[src/rtl/tlc_timer_sched.sv]
// Interval timer and farm-road car scheduler for the traffic-light FSM.
// Restarts on every light change and turns the interval count plus debounced sensor into TS/TL.
module tlc_timer_sched #(
  parameter int T_SHORT = 5,
  parameter int T_LONG  = 25,
  parameter int CNT_W   = 8,
  parameter int DEB_CYC = 3
) (
  input  logic clk,
  input  logic rst,
  input  logic HG,
  input  logic HY,
  input  logic FG,
  input  logic FY,
  input  logic car_i,
  output logic TS,
  output logic TL,
  output logic ST,
  output logic car_present,
  output logic car_req,
  output logic err
);

  localparam int                 DEB_W    = (DEB_CYC < 2) ? 1 : $clog2(DEB_CYC);
  localparam logic [CNT_W-1:0]   SHORT_C  = CNT_W'(T_SHORT);
  localparam logic [CNT_W-1:0]   LONG_C   = CNT_W'(T_LONG);
  localparam logic [DEB_W-1:0]   DEB_LAST = DEB_W'(DEB_CYC - 1);

  logic [3:0]       lights;
  logic [3:0]       lights_q;
  logic             change;
  logic [CNT_W-1:0] cnt;
  logic [DEB_W-1:0] deb_cnt;
  logic             ts_raw;
  logic             tl_raw;
  logic             conflict;

  assign lights   = {HG, HY, FG, FY};
  assign change   = (lights != lights_q);
  assign ts_raw   = (cnt >= SHORT_C);
  assign tl_raw   = (cnt >= LONG_C);
  assign conflict = (HG | HY) & (FG | FY);
  assign TS       = ts_raw;

  // Interval timer: restart on any light change, saturate at the long interval.
  always_ff @(posedge clk) begin
    if (rst) begin
      lights_q <= 4'b0;
      ST       <= 1'b0;
      cnt      <= '0;
    end else begin
      lights_q <= lights;
      ST       <= change;
      if (change)
        cnt <= '0;
      else if (cnt < LONG_C)
        cnt <= cnt + 1'b1;
    end
  end

  // Sensor debounce: car_present follows car_i only after DEB_CYC consecutive
  // differing samples; any agreeing sample restarts the run.
  always_ff @(posedge clk) begin
    if (rst) begin
      car_present <= 1'b0;
      deb_cnt     <= '0;
    end else if (car_i == car_present) begin
      deb_cnt <= '0;
    end else if (deb_cnt == DEB_LAST) begin
      car_present <= car_i;
      deb_cnt     <= '0;
    end else begin
      deb_cnt <= deb_cnt + 1'b1;
    end
  end

  // Farm-road request is only raised while the highway is green, dropped once farm side runs.
  always_ff @(posedge clk) begin
    if (rst)
      car_req <= 1'b0;
    else if (FG | FY)
      car_req <= 1'b0;
    else if (HG & car_present)
      car_req <= 1'b1;
  end

  always_ff @(posedge clk) begin
    if (rst)
      err <= 1'b0;
    else
      err <= err | conflict;
  end

  // Highway green waits for a request; farm green ends early once the road empties.
  always_comb begin
    TL = tl_raw;
    if (HG & ~FG)
      TL = tl_raw & car_req;
    else if (FG & ~HG)
      TL = tl_raw | ~car_present;
  end

endmodule

[config.mk]
export PLATFORM = sky130hd
export DESIGN_NAME = tlc_timer_sched
export DESIGN_NICKNAME = d
export VERILOG_FILES = /design/src/rtl/tlc_timer_sched.sv
export SDC_FILE = /design/constraint.sdc
export NUM_CORES = 1
export LEC_CHECK = 0
export BUFFER_PORTS_ARGS = -buffer_cell sky130_fd_sc_hd__buf_4
export CORE_MARGIN = 2
export CORE_UTILIZATION = 30
export CTS_CLUSTER_DIAMETER = 50
export DETAILED_ROUTE_END_ITERATION = 16
export HOLD_SLACK_MARGIN = 0.06
export SLEW_MARGIN = 20
export SYNTH_ARGS = -nofsm -noshare
export SYNTH_HDL_FRONTEND = slang
export SYNTH_SLANG_ARGS = --single-unit
[constraint.sdc]
create_clock -name clk -period 1.6 [get_ports clk]
set_input_delay 0.32 -clock clk [delete_from_list [all_inputs] [get_ports clk]]
set_output_delay 0.32 -clock clk [all_outputs]
set_load 0.005 [all_outputs]
# After elaboration in Yosys (flattened, before gate mapping)
# Cells that the tools add are included.
# op_classes
addsub	2
muxes	2
n_eq_ne	3
n_lt_le_gt_ge	3
reduce_logical	4
bitwise_logic	13
# ops
op	n
adder 8 x 1 -> 8 bit (second input constant)	1
>= comparator 8 x 3 -> 1 bit (second input constant)	1
>= comparator 8 x 5 -> 1 bit (second input constant)	1
less-than comparator 8 x 5 -> 1 bit (second input constant)	1
AND 1 bit	5
inequality test 4 bit	1
inverter 1 bit	4
OR 1 bit	4
OR reduction 2 bit	2
OR reduction 3 bit	1
adder 2 x 1 -> 2 bit (second input constant)	1
== test 2 bit (second input constant)	1
two-way mux 1 bit	2
AND reduction 2 bit	1
== test 1 bit	1
# word_totals
output_inout_bits	6
inputBits	7
ff_bits	18
wordCells	34

# Longest topological paths before layout
# logic_depth
depth_word	4
ltp_mapped	6
mapped_depth_nobuf	6

# Worst setup path before layout
# No wires, ideal clock.
# synth_path
path_kind	register to output
start	reg cnt[0]
end	out TL
path_stages_with_launch	7
setup_slack_ps	132
t_required_ps	1280
path_buffers	0
arrival_time_ps	1148
path_cell_list	dfxtp_1 inv_1 ha_1 inv_1 o311ai_0 o311a_1 a21oi_1
# synth_via
elab_chain_len	4
word_cells_on_any_way	5
cone_classes	order compare: 1; mux: 2; bitwise: 2
# synth_lines
element	line_no	rtl
start: declaration	32	logic [CNT_W-1:0] cnt;
start signal: assignment	57	cnt <= cnt + 1'b1;
>= comparator 8 x 5 -> 1 bit *	41	assign tl_raw = (cnt >= LONG_C);
OR 1 bit	100	TL = tl_raw | ~car_present;
two-way mux 1 bit	99	else if (FG & ~HG)
two-way mux 1 bit *	97	if (HG & ~FG)
end: declaration	17	output logic TL,
# Mark *: on every way between the ends. The rest lies on a longest branch, timed or not.

# Worst setup path in the final report
# Same ends and word-level chain as after synthesis.

==> results_dict.tcl <==
set metrics [dict create \
    hp-class "input port to register" \
    crit_chain "inv_4, ha_4, inv_2, o311ai_4, o311a_1, a21oi_2, buf_4" \
    cts_hold_buf 0 \
    setup_viol 2 \
    cp_max_fo 3 \
    slew_violations 0 \
    r2r_slack_ps 150 \
    worst_ir_drop_vdd_mv 0.695 \
    area_growth_pct 33.8 \
    place.gp.congestion 0.704 \
    num_io_pins 13 \
    violations "negative setup slack" \
    pwr-share-seq_pct 57.1 \
    postSynthAreaPerCell_um2 9.29 \
    multi_input_area_um2 395 \
    numCtsBuffers 3 \
    final_common_cell "buf_4" \
    fillCellCount 259 \
    drt-vias-per-instance 4.47 \
    postPlaceCellArea_um2 927 \
    cts_sinks 18 \
    synth_area_leaders "dfxtp_1 (47%), nor2_1 (6.9%), ha_1 (6.6%)" \
    syn_inst 82 \
    grt-ovfl-total 0 \
    synth_nets 93 \
    sw_frac_of_total_pct 21.9 \
    drt_pass1_iterations 2 \
    postRouteAntennaNets 0 \
    maxCapViolCount 0 \
    finalNetCount 115 \
    synth-seq-cells 18 \
    synth_top_area_share_pct 47.3 \
    worstSetupEndpointType "output pin" \
    placedCellCount 129 \
    crit_required_ps 1280 \
    die_y_um 54.4 \
    port_buffers 12 \
    p_sw_uw 180 \
    ys_warn_count 0 \
    power_uw 820 \
    cp-startpoint "cnt[0]$_SDFFE_PP0N_" \
    drt_iter0_markers 6 \
    final.setup.tns_ps -289 \
    grt_pass1_wl_mm 2.26 \
    period_share_pct 114 \
    finalNonFillerCells 133 \
    clockBufferDepth 2 \
    cts_root_buffer "clkbuf_4" \
    initial_utilization_pct 31.3 \
    row_count 18 \
    post-cts-setup-buffers 0 \
    grt_setup_unrepaired "true" \
    p_per_area_nw_per_um2 804 \
    p_int_uw 640 \
    rr_startpoint "cnt[0]$_SDFFE_PP0N_" \
    outcome "complete, but fails checks" \
    via_count 595 \
    synth-async-reset-ratio_pct 0 \
    drive_above_1_share_pct 33.0 \
    finalClockSkew_ps 4.10 \
    grt_max_degree 11 \
    worst_pin_slew_ps 325 \
    netlist_area_um2 762 \
    path_clk_slew_ps 100 \
    finalInstanceArea_um2 1020 \
    slowest_delay_ps 380 \
    yosysTopAreaCell "dfxtp_1" \
    die_w_um 54.4 \
    power_leakage_nw 0.412 \
    cts_tree "done" \
    routed_wl_mm 1.40 \
    layout_setup_ws_ps -222 \
    slowest_stage "dfxtp_4" \
    dieArea_um2 2960 \
    fin_crit_ps 1820 \
    r2r_cells 8 \
    pwr-share-comb_pct 9.3 \
    slew_headroom_pct 78.3 \
    ctsHtreeMaxLevel 1 \
    finalCoreUtilization_pct 41.9 \
    p_clk_share_pct 33.6 \
    seq_area_um2 365 \
    cp-start-kind "register" \
    core_area_um2 2430 \
    cp.arrival_ps 1500 \
    synth_edf_count 0 \
    yosysSeqAreaShare_pct 47.3 \
    antenna-diode-count 0 \
    track_usage_pct 10.8 \
    grt_pass1_vias 539 \
    endpoint "TL" \
    final_hold_viol_count 0 \
    clk_latency_ps 290 \
    dp_hpwl_um 975 \
    max_freq_ghz 0.549 \
    most-common-layout-cells "buf_4 (19), dfxtp_1 (16), nor2_1 (14)" \
    r2r-end "cnt[1]$_SDFFE_PP0N_" \
    drcViolationCount 0 \
    synth-main-ff-cell "dfxtp_1" \
    worstSetupPathType "register to output pin" \
    ys_types 27 \
    antenna_found_initial 0 \
    wl_per_cell_um 10.5 \
]
state kept, by name, indices dropped and copies added, names as in the netlist:
register	cells
ST	1
cnt	8
deb_cnt	2
car_req	1
lights_q	4
car_present	1
err	1
through the flow:
stage	setup WS, ps	hold WS [ps]
floorplan	132	391
global placement	-16.5	401
detailed placement	-15.5	405
CTS	-219	202
global route	-317	204
finish	-222	219
cell families (layout without fill, tap and decap cells):
logic type / after synthesis / after routing / synth area share (%)
AOI/OAI and AO/OA: 12 / 12 / 10.7
adders and majority gates: 4 / 4 / 6.57
muxes: 2 / 2 / 2.63
DFF: 18 / 18 / 47.3
buffers and inverters: 12 / 33 / 6.90
and+or+nand+nor: 28 / 28 / 19.0
xor gates and xnor gates: 6 / 6 / 6.90
cell usage after synthesis, types with 2 or more instances:
library cell  count
dfxtp_1          18
ha_1              4
mux2i_1           2
o21ai_0           3
xor2_1            4
a21oi_1           3
xnor2_1           2
inv_1            10
nand4_1           2
nor2b_1           4
nor2_1           14
worst max-delay path: cells and delay by family (launching register included):
kind / cells / cell delay (ps)
adder cells (fa/ha/maj): 1 / 120
buffers and inverters: 3 / 230
flip-flops: 1 / 380
AO/OA/AOI/OAI: 3 / 480
power by group through the flow:
| stage | clock (mW) | sequential (mW) | combinational [mW] |
|---|---|---|---|
| floorplan | 0 | 0.478 | 0.0379 |
| global placement | 0 | 0.478 | 0.0713 |
| detailed placement | 0 | 0.479 | 0.0718 |
| CTS | 0.295 | 0.469 | 0.0745 |
| global route | 0.313 | 0.470 | 0.0866 |
| finish | 0.275 | 0.468 | 0.0765 |
layer usage:
metal  GRT usage [%]  vias to the layer above  share of wire [%]
met2            16.3                        9                 48
met1            13.9                      272                 48
met4            2.50                        0                1.0
met3            4.92                        2                3.6
met5               0                        -                  0
li1                -                      312                  -
cell type report:
class | count | area share, %
Multi-Input combinational cell | 52 | 38.8
Clock buffer | 4 | 3.56
Tap cell | 30 | 3.68
Inverter | 10 | 4.17
Timing Repair Buffer | 19 | 14.0
Sequential cell | 18 | 35.8
how the worst min path moves through the flow:
stage	from	end	cells after the start
final	FY	car_req$_SDFFE_PP0P_	2
after global placement	deb_cnt[0]$_SDFF_PP0_	deb_cnt[0]$_SDFF_PP0_	1
after global routing	FY	car_req$_SDFFE_PP0P_	2
after CTS	FY	car_req$_SDFFE_PP0P_	2
after detailed placement	deb_cnt[0]$_SDFF_PP0_	deb_cnt[0]$_SDFF_PP0_	1
after floorplan	deb_cnt[0]$_SDFF_PP0_	deb_cnt[0]$_SDFF_PP0_	1
repair_timing:
item                                    in CTS  in global routing
endpoints found under the setup margin       2                  2
pin swaps                                    3                  2
gates resized for setup                     11                  5
endpoints found under the hold margin        0                  0
(Power assumes the default switching activity.)
